[src/rtl/tilt_box_draw.sv]
// Draw source: renders a tilt-steered BOX_W x BOX_H rectangle onto the shared
// frame-manager write bus once per frame, clamped to the screen.
module tilt_box_draw #(
  parameter int unsigned SOURCE_ID        = 3,
  parameter int unsigned SOURCE_SEL_ADDRW = 2,
  parameter int unsigned COLOR_DEPTH      = 9,
  parameter int unsigned SCREEN_W         = 640,
  parameter int unsigned SCREEN_H         = 480,
  parameter int unsigned BOX_W            = 32,
  parameter int unsigned BOX_H            = 32,
  parameter int unsigned INIT_X           = 304,
  parameter int unsigned INIT_Y           = 224,
  parameter logic [COLOR_DEPTH-1:0] BORDER_COLOR = 9'b111000000,
  parameter logic [COLOR_DEPTH-1:0] FILL_COLOR   = 9'b000111000,
  parameter bit          HOLLOW           = 1'b0
) (
  input  logic                        clk,
  input  logic                        reset,
  input  logic                        frame,
  input  logic [3:0]                  tilt_amount_x,
  input  logic                        tilt_direction_x,
  input  logic [3:0]                  tilt_amount_y,
  input  logic                        tilt_direction_y,
  input  logic [SOURCE_SEL_ADDRW-1:0] write_source_sel,
  input  logic                        write_awaited,
  output logic                        write_active,
  output logic [31:0]                 write_x_addr,
  output logic [31:0]                 write_y_addr,
  output logic [COLOR_DEPTH-1:0]      write_color_data,
  output logic                        write_transparent,
  output logic                        frame_overrun
);

  localparam int unsigned POS_W = 12;
  localparam int unsigned COL_W = $clog2(BOX_W);
  localparam int unsigned ROW_W = $clog2(BOX_H);
  localparam logic [POS_W-1:0] MAX_X = POS_W'(SCREEN_W - BOX_W);
  localparam logic [POS_W-1:0] MAX_Y = POS_W'(SCREEN_H - BOX_H);

  typedef enum logic [2:0] {
    S_IDLE,
    S_MOVE,
    S_GRANT,
    S_DRAW,
    S_DONE
  } state_e;

  state_e            state_q, state_d;
  logic [POS_W-1:0]  pos_x_q, pos_x_d;
  logic [POS_W-1:0]  pos_y_q, pos_y_d;
  logic [COL_W-1:0]  col_q, col_d;
  logic [ROW_W-1:0]  row_q, row_d;
  logic              overrun_q, overrun_d;

  logic owned, drawing, accept, last_col, last_row, border;

  // Signed 12-bit step, saturated to [0, lim].
  function automatic logic [POS_W-1:0] clamp_step(input logic [POS_W-1:0] pos,
                                                  input logic [3:0]       amt,
                                                  input logic             dir,
                                                  input logic [POS_W-1:0] lim);
    logic signed [POS_W-1:0] sum;
    logic [POS_W-1:0]        res;
    sum = dir ? $signed(pos + POS_W'(amt)) : $signed(pos - POS_W'(amt));
    if (sum < 0)                 res = '0;
    else if (sum > $signed(lim)) res = lim;
    else                         res = sum;
    return res;
  endfunction

  assign owned    = (write_source_sel == SOURCE_SEL_ADDRW'(SOURCE_ID));
  assign drawing  = owned && (state_q == S_DRAW);
  assign accept   = drawing && write_awaited;
  assign last_col = (col_q == COL_W'(BOX_W - 1));
  assign last_row = (row_q == ROW_W'(BOX_H - 1));
  assign border   = (col_q == '0) || (row_q == '0) || last_col || last_row;

  always_ff @(posedge clk) begin
    if (reset) begin
      state_q   <= S_IDLE;
      pos_x_q   <= POS_W'(INIT_X);
      pos_y_q   <= POS_W'(INIT_Y);
      col_q     <= '0;
      row_q     <= '0;
      overrun_q <= 1'b0;
    end else begin
      state_q   <= state_d;
      pos_x_q   <= pos_x_d;
      pos_y_q   <= pos_y_d;
      col_q     <= col_d;
      row_q     <= row_d;
      overrun_q <= overrun_d;
    end
  end

  always_comb begin
    state_d   = state_q;
    pos_x_d   = pos_x_q;
    pos_y_d   = pos_y_q;
    col_d     = col_q;
    row_d     = row_q;
    overrun_d = overrun_q;
    case (state_q)
      S_IDLE, S_DONE: begin
        if (frame) state_d = S_MOVE;
      end
      S_MOVE: begin
        pos_x_d = clamp_step(pos_x_q, tilt_amount_x, tilt_direction_x, MAX_X);
        pos_y_d = clamp_step(pos_y_q, tilt_amount_y, tilt_direction_y, MAX_Y);
        col_d   = '0;
        row_d   = '0;
        state_d = S_GRANT;
      end
      S_GRANT: begin
        if (frame) overrun_d = 1'b1;
        if (owned) state_d = S_DRAW;
      end
      S_DRAW: begin
        if (frame) overrun_d = 1'b1;
        // Raster walk: advance only on an accepted pixel so losing the bus just pauses.
        if (accept) begin
          if (last_col) begin
            col_d = '0;
            if (last_row) state_d = S_DONE;
            else          row_d   = row_q + ROW_W'(1);
          end else begin
            col_d = col_q + COL_W'(1);
          end
        end
      end
      default: state_d = S_IDLE;
    endcase
  end

  // Bus outputs are forced to zero when another source owns the OR bus.
  always_comb begin
    write_active      = 1'b0;
    write_x_addr      = '0;
    write_y_addr      = '0;
    write_color_data  = '0;
    write_transparent = 1'b0;
    if (drawing) begin
      write_active      = 1'b1;
      write_x_addr      = 32'(pos_x_q) + 32'(col_q);
      write_y_addr      = 32'(pos_y_q) + 32'(row_q);
      write_color_data  = border ? BORDER_COLOR : FILL_COLOR;
      write_transparent = border ? 1'b0 : HOLLOW;
    end
  end

  assign frame_overrun = overrun_q;

endmodule

[config.mk]
export PLATFORM = sky130hd
export DESIGN_NAME = tilt_box_draw
export DESIGN_NICKNAME = d
export VERILOG_FILES = /design/src/rtl/tilt_box_draw.sv
export SDC_FILE = /design/constraint.sdc
export NUM_CORES = 1
export LEC_CHECK = 0
export ABC_AREA = 0
export BUFFER_PORTS_ARGS = -buffer_cell sky130_fd_sc_hd__buf_2
export CORE_MARGIN = 8
export CORE_UTILIZATION = 56
export DETAILED_ROUTE_END_ITERATION = 10
export GPL_TIMING_DRIVEN = 0
export MAX_ROUTING_LAYER = met4
export PLACE_DENSITY = 0.82
export SLEW_MARGIN = 20
export SYNTH_ARGS = -nofsm -noshare
export SYNTH_HDL_FRONTEND = slang
export SYNTH_SLANG_ARGS = --single-unit
[constraint.sdc]
create_clock -name clk -period 4.5 [get_ports clk]
set_clock_uncertainty 0.1 [all_clocks]
set_input_delay 0.9 -clock clk [delete_from_list [all_inputs] [get_ports clk]]
set_output_delay 0.9 -clock clk [all_outputs]
set_load 0.02 [all_outputs]
After elaboration in Yosys (flattened, before gate mapping)

Index checks and enable logic that the tools add are counted.

Flip-flop bits (word level): 38
Input port bits: 16
Logic and storage cells: 70

Add/subtract/negate cells: 8
Magnitude comparators: 4
Equal/unequal tests: 13
Multiplexer cells: 24
Reduce and logical (&&, ||, !) cells: 15

Operators by type and width:

| cell                   | count |
|---|---|
| $mux W12               | 6 |
| $add A12 B5 Y13        | 2 |
| $mux W13               | 2 |
| $mux W5                | 5 |
| $add A12 B4 Y12        | 2 |
| $lt A12 B1 Y1 const B  | 2 |
| $sub A12 B4 Y12        | 2 |
| $pmux W5 S2            | 2 |
| $mux W9                | 2 |
| $mux W3                | 5 |
| $gt A12 B10 Y1 const B | 1 |
| $gt A12 B11 Y1 const B | 1 |
| $ne A2 B2 Y1 const B   | 6 |
| $pmux W3 S4            | 1 |
| $add A5 B1 Y5 const B  | 2 |
| $eq A5 B5 Y1 const B   | 2 |
| $logic_not A5 Y1       | 2 |
| $eq A3 B2 Y1 const B   | 2 |
| $reduce_and A5 Y1      | 1 |
| $reduce_and A2 Y1      | 2 |
| $reduce_and A4 Y1      | 1 |
| $reduce_or A2 Y1       | 2 |
| $eq A3 B1 Y1 const B   | 1 |
| $eq A3 B3 Y1 const B   | 1 |
| 6 further kinds        | 9 |

Logic depth before layout (Yosys ltp)

Depth in word-level cells: 6
Gate-level depth with buffers: 12
Gate-level depth less buffers: 12

Least setup slack after synthesis

No wires, ideal clock.

Path kind: input -> register
Start point: input port tilt_amount_y[1]
End point: register pos_y_q[2]
Setup time: 0.061 ns
Data arrival time: 3.523 ns
Data required time: 4.339 ns
Path slack: 0.816 ns
Stages on the path: 11
Path buffers: 0
Cell sequence: nor3_1 > ha_1 > mux2_2 > ha_1 > a21oi_1 > o21ai_0 > a31o_1 > a211o_1 > a311o_1 > a2111oi_4 > a32o_1

Longest elaborated chain between the ends: 5
Elaborated cells on any way between the ends: 7
Classes of those cells: add/sub: 2; order compare: 2; mux: 3

RTL lines:

| item                                                      | line | source |
|---|---|---|
| start: declaration                                        | 22   | `input logic [3:0] tilt_amount_y,` |
| $sub A12 B4 Y12 / $add A12 B4 Y12 (equally long branches) | 64   | `sum = dir ? $signed(pos + POS_W'(amt)) : $signed(pos - POS_W'(amt));` |
| $mux W12 (*)                                              | 64   |  |
| $gt A12 B10 Y1                                            | 66   | `else if (sum > $signed(lim)) res = lim;` |
| $mux W12                                                  | 66   |  |
| $mux W12 (*)                                              | 65   | `if (sum < 0) res = '0;` |
| end signal: assignment                                    | 82   | `pos_y_q <= POS_W'(INIT_Y);` |
| end signal: assignment                                    | 89   | `pos_y_q <= pos_y_d;` |
| end: declaration                                          | 50   | `logic [POS_W-1:0] pos_y_q, pos_y_d;` |

Mark *: on every way between the ends. The rest lies on a longest branch, timed or not.
A chain may end at the register's enable or synchronous reset.

Worst setup path after layout

Start point: input port tilt_amount_x[2]
End point: register pos_x_q[0]

Longest elaborated chain between the ends: 5
Elaborated cells on any way between the ends: 7
Classes of those cells: add/sub: 2; order compare: 2; mux: 3

RTL lines:

| item                                                      | line | source |
|---|---|---|
| start: declaration                                        | 20   | `input logic [3:0] tilt_amount_x,` |
| $sub A12 B4 Y12 / $add A12 B4 Y12 (equally long branches) | 64   |  |
| $mux W12 (*)                                              | 64   |  |
| $gt A12 B11 Y1                                            | 66   |  |
| $mux W12                                                  | 66   |  |
| $mux W12 (*)                                              | 65   |  |
| end signal: assignment                                    | 81   | `pos_x_q <= POS_W'(INIT_X);` |
| end signal: assignment                                    | 88   | `pos_x_q <= pos_x_d;` |
| end: declaration                                          | 49   | `logic [POS_W-1:0] pos_x_q, pos_x_d;` |

Marked as above.

==> run metrics <==
outcome completed; # IOs 92; via count 3746; Routed WL per cell 13.88 µm; RSZ-0062 raised after global routing no; Final Util 66.65%; critical path, cell by cell buf_2, nor3_1, ha_1, mux2_2, ha_1, o21ai_0, or3_1, a211oi_1, a2111oi_2, xnor2_2, nor2_1, a32o_1; Post-DRT Antenna Nets 0; register area share after synthesis 18.18%; Synth Flop Type dfxtp_1; grt total ovfl 0; leakage 2.204 nW; initial antenna violation count 0; synth-to-layout area growth 14.87%; hold depth 2; Hold Crit Class flip-flop to flip-flop; gr busiest metal met2; #FFs+latches synth 36; Rel. slew slack 61.40%; type of origin of the critical path primary input; H-tree depth 2; clock share of power 23.1%; FMAX 0.2563 GHz; Clock transition at path regs 70 ps; FFs w/ async S/R, synth 0%; most common cell in the netlist nor2_1; critical path arrival 3970 ps; cell row count 30; post-synth cell types 71; Area contributors post-synth dfxtp_1, ha_1, buf_4, a21oi_1, nor2_1; Post-Syn Area 0.003964 mm²; met3 usage 4.913%; r2r endpoint pos_y_q[2]$_SDFFE_PP0P_; final setup fails 0; max-slew violations 0; Core ar. 0.006832 mm²; Routability Congestion 0.8924; dpl hpwl 7822 µm; synthesized area per cell 7.975 µm²; min-delay src frame_overrun$_SDFFE_PP0P_; CP endpoint kind flip-flop; clock sink count 36; Final Hold Fails 0; Post-Synthesis Cells 497; Worst Path Required 4570 ps; Tcrit/Tclk final 86.71%; DR iter-0 viols 183; die span in y 100.1 µm; internal power 583.6 µW; Design Power 930.4 µW; Post-Route WL 9564 µm; Initial Util 58.02%; WHS Endpoint frame_overrun$_SDFFE_PP0P_; reg2reg start pos_y_q[0]$_SDFFE_PP0P_; ant diodes 0; Buf/Inv on CP 1; Nets 655; Synth top cells by count nor2_1, buf_4, ha_1; area leader, netlist dfxtp_1; Clock Tree Root clkbuf_8; Avg Vias per Cell 5.437; count of flip-flops with a built-in enable after synthesis 0; post_cts resized 0; Switch Pwr 346.8 µW; # DRC 0; logic gate share of total power 39.7%; crit path kind primary input to flip-flop; max_cap viols 0; reg2reg path depth 10; CP top delay family simple AND/OR/NAND/NOR gates; met1 Resource Use GR 23.54%; all-layer global routing usage 20.03%; CTS buffer count 5; Die ar. 0.01003 mm²; crit path launch tilt_amount_x[2]; met2 Resource Use GR 33.38%; worst slew pin tran 576.5 ps; vias in the first global route 3661; global-route wire length before repair 16390 µm; overall die width 100.1 µm; pin count of the biggest net entering global routing 11; Ys Warns 0; Net Sw Frac 37.27%; DR pass1 iterations 4; reg2reg setup slack 1620 ps; minimum clock period 3902 ps; Port Buf Inserts 46; Worst path slowest cell or3_1; VDD IR max 0.1446 mV; Reg power frac 37.2%; crit path max fanout 8; crit-path most repeated cell ha_1; Synth top area share 18.18%; Setup TNS 0 ps; # hold bufs at CTS 0; CTS tree built; Power per Cell Area 204.3 mW/mm²; CTS max path bufs 2; post-CTS setup buffers 0; Clk Latency, worst-skew pair 280 ps; ratio of cells with drive above 1 in the final layout 21.25%; crit-path max cell delay 440 ps
==> metal layers <==
layer  part of all wire, %  up-vias
li1                      -     1886
met1                    44     1716
met2                    46      132
met3                   8.5       12
met4                   1.3        0
met5                     0        -
==> layout make-up <==
type | instances | area, µm²
Fill cell | 620 | 2278
Timing Repair Buffer | 46 | 230.2
Tap cell | 96 | 120.1
Multi-Input combinational cell | 419 | 2894
Sequential cell | 36 | 720.7
Clock inverter | 1 | 5.005
Inverter | 26 | 97.59
Clock buffer | 6 | 72.57
Buffer | 59 | 412.9
==> how the worst max path moves through the flow <==
stage,to,slack (ps),depth (start not counted)
2_1_floorplan,pos_y_q[2]$_SDFFE_PP0P_,820,11
3_3_place_gp,pos_x_q[0]$_SDFFE_PP0P_,420,12
3_5_place_dp,pos_y_q[2]$_SDFFE_PP0P_,350,12
4_1_cts,pos_x_q[0]$_SDFFE_PP0P_,640,12
5_1_grt,pos_x_q[0]$_SDFFE_PP0P_,360,12
6_report,pos_x_q[0]$_SDFFE_PP0P_,600,12
==> cells by family after synthesis <==
logic type               after synthesis  share of synthesized area (%)
flip-flops                            36                          18.18
AO/OA/AOI/OAI                        124                          22.89
multiplexers                           7                          1.894
AND/OR/NAND/NOR                      164                          21.09
adder cells (fa/ha/maj)               46                          15.28
other                                  1                        0.09461
buffers and inverters                 85                          12.88
XOR/XNOR                              34                          7.702
==> state kept, by name, summed over array words and instances (netlist names) <==
| register | cells |
|---|---|
| col_q | 5 |
| frame_overrun | 1 |
| pos_x_q | 11 |
| pos_y_q | 11 |
| row_q | 5 |
| state_q | 3 |
==> worst register-to-register path, delay by kind of cell (launching register included) <==
family	cells	cell delay (ps)
flops	1	370
fa+ha+maj	2	630
simple gates	2	320
buf+inv	1	60
compound gates	5	1340
==> metrics by stage <==
step | hold slack, ps | cells | worst slack (ps) | area (µm²)
floorplan | 365.7 | 540 | 816.4 | 4125
global placement | 351.4 | 682 | 416.2 | 4476
detailed placement | 348.7 | 682 | 348.5 | 4476
CTS | 367.3 | 689 | 635.1 | 4553
global route | 422.3 | 689 | 358.8 | 4553
finish | 365.1 | 689 | 598.0 | 4553
==> power by group through the flow <==
stage	Sequential (mW)	Combinational, mW	Clock (mW)
finish	0.346	0.370	0.215
global route	0.347	0.408	0.232
CTS	0.345	0.363	0.217
detailed placement	0.353	0.360	0
global placement	0.352	0.351	0
floorplan	0.349	0.299	0
==> layout by cell type (no fill, tap or decap), drive strengths merged, types with 3 or more instances in the layout <==
cell type,n
buf,94
nor2,50
conb,44
ha,42
a21oi,41
dfxtp,36
nand2,28
inv,26
xor2,18
clkbuf,17
xnor2,16
nor3,15
o21ai,12
and2,11
nand3,10
a21o,10
nand4,8
o21a,7
or3,7
nand3b,6
a22o,6
and3,5
nand2b,5
o31ai,5
mux2,4
o21bai,4
a32o,4
o211ai,4
fa,4
nor2b,4
a211oi,4
a211o,4
or2,4
a2111oi,4
nor4b,3
nor4,3
mux2i,3
Power figures use the tool's default switching activity.
